[config.mk]
export PLATFORM = sky130hd
export DESIGN_NAME = count_event_fifo
export DESIGN_NICKNAME = d
export VERILOG_FILES = /design/src/rtl/count_event_pkg.sv /design/src/rtl/sync_event_fifo.sv /design/src/rtl/count_event_fifo.sv
export SDC_FILE = /design/constraint.sdc
export NUM_CORES = 1
export LEC_CHECK = 0
export ABC_AREA = 1
export BUFFER_PORTS_ARGS = -buffer_cell sky130_fd_sc_hd__buf_2
export CAP_MARGIN = 40
export CORE_MARGIN = 4
export CORE_UTILIZATION = 41
export CTS_BUF_LIST = sky130_fd_sc_hd__clkbuf_16
export CTS_CLUSTER_DIAMETER = 120
export DETAILED_ROUTE_END_ITERATION = 10
export PLACE_DENSITY_LB_ADDON = 0.12
export SLEW_MARGIN = 20
export SYNTH_ARGS = -nofsm -noshare
export SYNTH_HDL_FRONTEND = slang
export SYNTH_HIERARCHICAL = 1
export SYNTH_SLANG_ARGS = --single-unit
[constraint.sdc]
create_clock -name clk -period 3.05 [get_ports clk]
set_input_delay 0.305 -clock clk [delete_from_list [all_inputs] [get_ports clk]]
set_output_delay 0.305 -clock clk [all_outputs]
set_load 0.02 [all_outputs]
[src/rtl/count_event_pkg.sv]
// Shared definitions for the count event FIFO: record kind codes and
// the helper that sizes a {kind, count, timestamp} record.
package count_event_pkg;

  localparam int KIND_W = 2;

  // Kind 00 is never written into the FIFO; it only marks "no event".
  typedef enum logic [KIND_W-1:0] {
    KIND_NONE = 2'b00,
    KIND_HIGH = 2'b01,
    KIND_LOW  = 2'b10,
    KIND_FALL = 2'b11
  } kind_e;

  // Total record width for a given count width and timestamp width.
  function automatic int rec_width(input int count_w, input int ts_w);
    return KIND_W + count_w + ts_w;
  endfunction

endpackage

[src/rtl/sync_event_fifo.sv]
// Single-clock event FIFO with registered pop output and sticky overflow.
// A push while full is still accepted when a pop happens in the same cycle.
// The read-before-write ordering of the array lets a full FIFO pop and push
// the same slot in one cycle.
module sync_event_fifo #(
  parameter int DATA_W = 14,
  parameter int DEPTH  = 8
) (
  input  logic              clk,
  input  logic              rst,
  input  logic              wr_en,
  input  logic [DATA_W-1:0] wr_data,
  input  logic              rd_en,
  input  logic              ovf_clr,
  output logic              rd_valid,
  output logic [DATA_W-1:0] rd_data,
  output logic              empty,
  output logic              full,
  output logic              overflow
);

  localparam int AW = $clog2(DEPTH);
  localparam logic [AW:0] FULL_OCC = (AW+1)'(DEPTH);

  logic [DATA_W-1:0] mem [DEPTH];

  logic [AW-1:0]     wr_ptr_reg, wr_ptr_next;
  logic [AW-1:0]     rd_ptr_reg, rd_ptr_next;
  logic [AW:0]       occ_reg, occ_next;
  logic              overflow_reg, overflow_next;
  logic              rd_valid_reg;
  logic [DATA_W-1:0] rd_data_reg;
  logic              do_pop, do_push, drop;

  assign empty    = (occ_reg == '0);
  assign full     = (occ_reg == FULL_OCC);
  assign do_pop   = rd_en && !empty;
  assign do_push  = wr_en && (!full || do_pop);
  assign drop     = wr_en && full && !do_pop;

  assign rd_valid = rd_valid_reg;
  assign rd_data  = rd_data_reg;
  assign overflow = overflow_reg;

  // Next pointers, occupancy and sticky overflow (a drop beats a clear).
  always_comb begin
    wr_ptr_next   = wr_ptr_reg;
    rd_ptr_next   = rd_ptr_reg;
    occ_next      = occ_reg;
    overflow_next = overflow_reg;
    if (do_push) wr_ptr_next = wr_ptr_reg + 1'b1;
    if (do_pop)  rd_ptr_next = rd_ptr_reg + 1'b1;
    case ({do_push, do_pop})
      2'b10:   occ_next = occ_reg + 1'b1;
      2'b01:   occ_next = occ_reg - 1'b1;
      default: occ_next = occ_reg;
    endcase
    if (drop)         overflow_next = 1'b1;
    else if (ovf_clr) overflow_next = 1'b0;
  end

  // Control state and registered read port, cleared by reset.
  always_ff @(posedge clk or negedge rst) begin
    if (!rst) begin
      wr_ptr_reg   <= '0;
      rd_ptr_reg   <= '0;
      occ_reg      <= '0;
      overflow_reg <= 1'b0;
      rd_valid_reg <= 1'b0;
      rd_data_reg  <= '0;
    end else begin
      wr_ptr_reg   <= wr_ptr_next;
      rd_ptr_reg   <= rd_ptr_next;
      occ_reg      <= occ_next;
      overflow_reg <= overflow_next;
      rd_valid_reg <= do_pop;
      if (do_pop) rd_data_reg <= mem[rd_ptr_reg];
    end
  end

  // Storage array; contents survive reset, only the pointers are cleared.
  always_ff @(posedge clk) begin
    if (do_push) mem[wr_ptr_reg] <= wr_data;
  end

endmodule

[src/rtl/count_event_fifo.sv]
// Edge-detects the upstream counter's high/low flags and logs each event as
// a {kind, count, timestamp} record into sync_event_fifo.
// Optional macro COUNT_EVENT_FIFO_FALL_EN: falling edges of high or low are
// also logged as kind 11 records (lowest priority).
module count_event_fifo
  import count_event_pkg::*;
#(
  parameter int WIDTH    = 4,
  parameter int DEPTH    = 8,
  parameter int TS_WIDTH = 8
) (
  input  logic                             clk,
  input  logic                             rst,
  input  logic [WIDTH-1:0]                 count,
  input  logic                             high,
  input  logic                             low,
  input  logic                             rd_en,
  input  logic                             ovf_clr,
  output logic                             rd_valid,
  output logic [KIND_W+WIDTH+TS_WIDTH-1:0] rd_data,
  output logic                             empty,
  output logic                             full,
  output logic                             overflow
);

  localparam int REC_W = rec_width(WIDTH, TS_WIDTH);
  localparam int NFLAG = 2;  // bit 0 = high, bit 1 = low

  logic [TS_WIDTH-1:0] ts_reg, ts_next;
  logic                armed_reg;
  logic [NFLAG-1:0]    flag_now, flag_prev_reg, rise;
`ifdef COUNT_EVENT_FIFO_FALL_EN
  logic [NFLAG-1:0]    fall;
`endif
  kind_e               wr_kind;
  logic                wr_req;
  logic [REC_W-1:0]    wr_rec;

  assign flag_now = {low, high};
  assign ts_next  = ts_reg + 1'b1;

  genvar gi;
  generate
    for (gi = 0; gi < NFLAG; gi++) begin : g_edge
      assign rise[gi] = flag_now[gi] & ~flag_prev_reg[gi];
`ifdef COUNT_EVENT_FIFO_FALL_EN
      assign fall[gi] = ~flag_now[gi] & flag_prev_reg[gi];
`endif
    end
  endgenerate

  // Free-running timestamp, flag history and the one-cycle arming flag.
  always_ff @(posedge clk or negedge rst) begin
    if (!rst) begin
      ts_reg        <= '0;
      flag_prev_reg <= '0;
      armed_reg     <= 1'b0;
    end else begin
      ts_reg        <= ts_next;
      flag_prev_reg <= flag_now;
      armed_reg     <= 1'b1;
    end
  end

  // Pick at most one event per cycle: high-rise, then low-rise, then fall.
  always_comb begin
    wr_req  = 1'b0;
    wr_kind = KIND_NONE;
    if (armed_reg) begin
      if (rise[0]) begin
        wr_req  = 1'b1;
        wr_kind = KIND_HIGH;
      end else if (rise[1]) begin
        wr_req  = 1'b1;
        wr_kind = KIND_LOW;
      end
`ifdef COUNT_EVENT_FIFO_FALL_EN
      else if (|fall) begin
        wr_req  = 1'b1;
        wr_kind = KIND_FALL;
      end
`endif
    end
  end

  assign wr_rec = {wr_kind, count, ts_reg};

  sync_event_fifo #(
    .DATA_W (REC_W),
    .DEPTH  (DEPTH)
  ) u_fifo (
    .clk      (clk),
    .rst      (rst),
    .wr_en    (wr_req),
    .wr_data  (wr_rec),
    .rd_en    (rd_en),
    .ovf_clr  (ovf_clr),
    .rd_valid (rd_valid),
    .rd_data  (rd_data),
    .empty    (empty),
    .full     (full),
    .overflow (overflow)
  );

endmodule

==> results.json <==
{
  "arrival_ns": 3.01,
  "setup-tns-final_ns": 0,
  "reg2reg_from": "u_fifo/occ_reg[1]",
  "hold_start": "ovf_clr",
  "synth_top_family_by_area": "simple AND/OR/NAND/NOR gates",
  "drc": 0,
  "place_congestion": 0.799,
  "clockRootBuffer": "clkbuf_16",
  "die_w_um": 129,
  "synth_seq_cells": 149,
  "hp-class": "primary input to flop",
  "ir_drop_v": 0.000428,
  "synth.area.top_cells": "edfxtp_1 56%, dfrtp_1 15%, nor2_1 6.3%",
  "synth_top_cell_by_area": "edfxtp_1",
  "synth_compound_area_frac": 0.0889,
  "htreeDepth": 4,
  "syn-num-nets": 509,
  "synth_xor_area_frac": 0.0117,
  "synth.area.mux_share": 0,
  "cts_tree": "built",
  "ios": 28,
  "wl_per_cell_um": 17.4,
  "postCtsResizedCells": 0,
  "layout-drive-gt1-share": 0.157,
  "worst_pin_slew_ns": 0.747,
  "p_int_uw": 4250,
  "combinationalPowerShare": 0.282,
  "core_sq_um": 14100,
  "endpoint_kind": "flop",
  "viasPerCell": 5.09,
  "grt_first_pass_wirelength_um": 20200,
  "critPathRequiredTime_ns": 3.37,
  "ys_seq_area_frac": 0.717,
  "cts_buffer_depth": 2,
  "layout_min_cycle_time_ns": 2.69,
  "pwr-share-clk": 0.314,
  "final_cell_mix": "112 x edfxtp_1, 101 x nor2_1, 56 x nand2_1, 47 x o21ai_0, 37 x dfrtp_1",
  "p_seq_frac": 0.404,
  "synth-simple-area-share": 0.128,
  "yosys.area.top_type_share": 0.562,
  "ant_nets": 0,
  "synthToLayoutAreaGrowth_pct": 16.7,
  "synth_fa_ha_area_frac": 0.0138,
  "r2r_cells": 13,
  "grtUsageTotal": 0.164,
  "cts.sinks": 149,
  "wirelength_um": 12700,
  "drt_pass1_iterations": 5,
  "relSlewSlack": 0.502,
  "power.density_nw_per_um2": 925,
  "rows": 43,
  "startpoint": "high",
  "rrSetupSlack_ns": 0.42,
  "cp_max_fo": 5,
  "grt-ovfl-total": 0,
  "switching_share": 0.342,
  "maxCapViolations": 0,
  "synth_area_sq_um": 5980,
  "dpl.hpwl_um": 7890,
  "fmax_mhz": 372,
  "layout.nets": 552,
  "start_kind": "primary input",
  "maxSlewViolCount": 0,
  "n_antenna_cell": 0,
  "mostFrequentLayoutCell": "edfxtp_1",
  "finalCritPeriodShare": 0.882,
  "die_h_um": 129,
  "crit_type": "primary input to flop",
  "postSynthCellCount": 493,
  "run_status": "finished clean",
  "crit_end": "u_fifo/occ_reg[3]",
  "largest_reg_flops": 112,
  "drt-initial-drc-count": 283,
  "fillers": 1266,
  "power_switching_uw": 2210,
  "grt_max_degree": 59,
  "synth_area_per_cell_sq_um": 12.1,
  "grt_pass1_vias": 3698,
  "fin_skew_ns": 0.00658,
  "antenna_found_initial": 0,
  "p_leak_uw": 0.00265,
  "clock_latency_ns": 0.42,
  "die_area_sq_um": 16600,
  "yosysWarningCount": 6,
  "finalPower_uw": 6460,
  "setup_viol": 0,
  "rsz0062_at_grt": "false",
  "synthDistinctLibCells": 24,
  "vias": 3712,
  "cts_buffers": 17,
  "initial_utilization": 0.425,
  "io_buffers": 27,
  "r2r-end": "u_fifo/occ_reg[3]",
  "finalHoldViolCount": 0,
  "postCtsSetupRepairBufs": 0,
  "cts.reportedPaths.clkPinSlew_ns": 0.06
}
-- logic make-up after synthesis --
family,Yosys count
other cells,1
flops,149
fa+ha+maj,6
xor+xnor,8
simple gates,190
compound gates,92
buf+inv,47
-- critical path, cell delays in order --
cell           delay, ns
dlygate4sd3_1       0.53
buf_2               0.11
inv_1               0.03
nor2_1              0.12
inv_1               0.06
o21ai_0             0.52
inv_1               0.17
nand2_1             0.19
inv_1               0.09
ha_1                0.32
a21oi_1             0.20
nand3_1             0.12
nand2_1             0.10
nand2_1             0.05
nand2_1             0.05
inv_1               0.03
-- worst min-delay path by stage --
stage / endpoint / slack (ns) / cells past startpoint
2_1_floorplan: armed_reg / 0.009 / 0
3_3_place_gp: flag_prev_reg[0] / 0.43 / 1
3_5_place_dp: ts_reg[6] / 0.19 / 1
4_1_cts: u_fifo/overflow / 0.06 / 2
5_1_grt: u_fifo/overflow / 0.07 / 2
6_report: u_fifo/overflow / 0.09 / 2
-- per-layer routing --
| layer | GRT usage | part of all wire | vias up |
|---|---|---|---|
| met1 | 0.220 | 0.47 | 1814 |
| met5 | 0 | 0 | - |
| met4 | 0.0642 | 0.017 | 0 |
| met2 | 0.261 | 0.48 | 73 |
| li1 | - | - | 1812 |
| met3 | 0.0374 | 0.040 | 13 |
-- Yosys cell counts --
| library cell | count |
|---|---|
| a21oi_1 | 3 |
| buf_2 | 11 |
| buf_4 | 2 |
| buf_6 | 6 |
| clkbuf_1 | 4 |
| conb_1 | 1 |
| dfrtp_1 | 37 |
| edfxtp_1 | 112 |
| fa_1 | 1 |
| ha_1 | 5 |
| inv_1 | 22 |
| inv_2 | 2 |
| nand2_1 | 56 |
| nand2_2 | 4 |
| nand3_1 | 24 |
| nand3_2 | 1 |
| nor2_1 | 101 |
| nor3_1 | 4 |
| o211ai_1 | 28 |
| o21ai_0 | 47 |
| o21ai_1 | 13 |
| o22ai_1 | 1 |
| xnor2_1 | 3 |
| xor2_1 | 5 |
-- per-stage QoR --
| stage | instance area [sq um] | setup slack, ns | util | cells | hold WS (ns) |
|---|---|---|---|---|---|
| final | 6990 | 0.361 | 0.496 | 729 | 0.0856 |
| after global placement | 6340 | 0.532 | 0.450 | 692 | 0.428 |
| after CTS | 6970 | 0.378 | 0.494 | 728 | 0.0568 |
| after global routing | 6990 | 0.0822 | 0.496 | 729 | 0.0684 |
| after floorplan | 5980 | 0.515 | - | 493 | 0.00941 |
| after detailed placement | 6360 | 0.417 | 0.451 | 693 | 0.188 |
-- final cells by class --
class	instances	area, sq um	share of cell area
Tap cell	180	225	0.0322
Clock buffer	17	425	0.0609
Sequential cell	149	4290	0.614
Timing Repair Buffer	47	330	0.0473
Inverter	24	90.1	0.0129
Clock inverter	15	153	0.0219
Multi-Input combinational cell	297	1470	0.211
-- power by group through the flow --
stage                     Sequential (uW)  Clock, uW  Combinational (uW)
after floorplan                      2730          0                1240
after global placement               2640          0                1790
after detailed placement             2650          0                1800
after CTS                            2610       2080                1810
after global routing                 2640       2170                2070
final                                2610       2030                1820
-- timing repair --
item                                    in CTS  in global routing
endpoints found under the setup margin       0                  0
endpoints found under the hold margin       10                  0
hold buffers                                 3                  0
(Power assumes the default switching activity.)
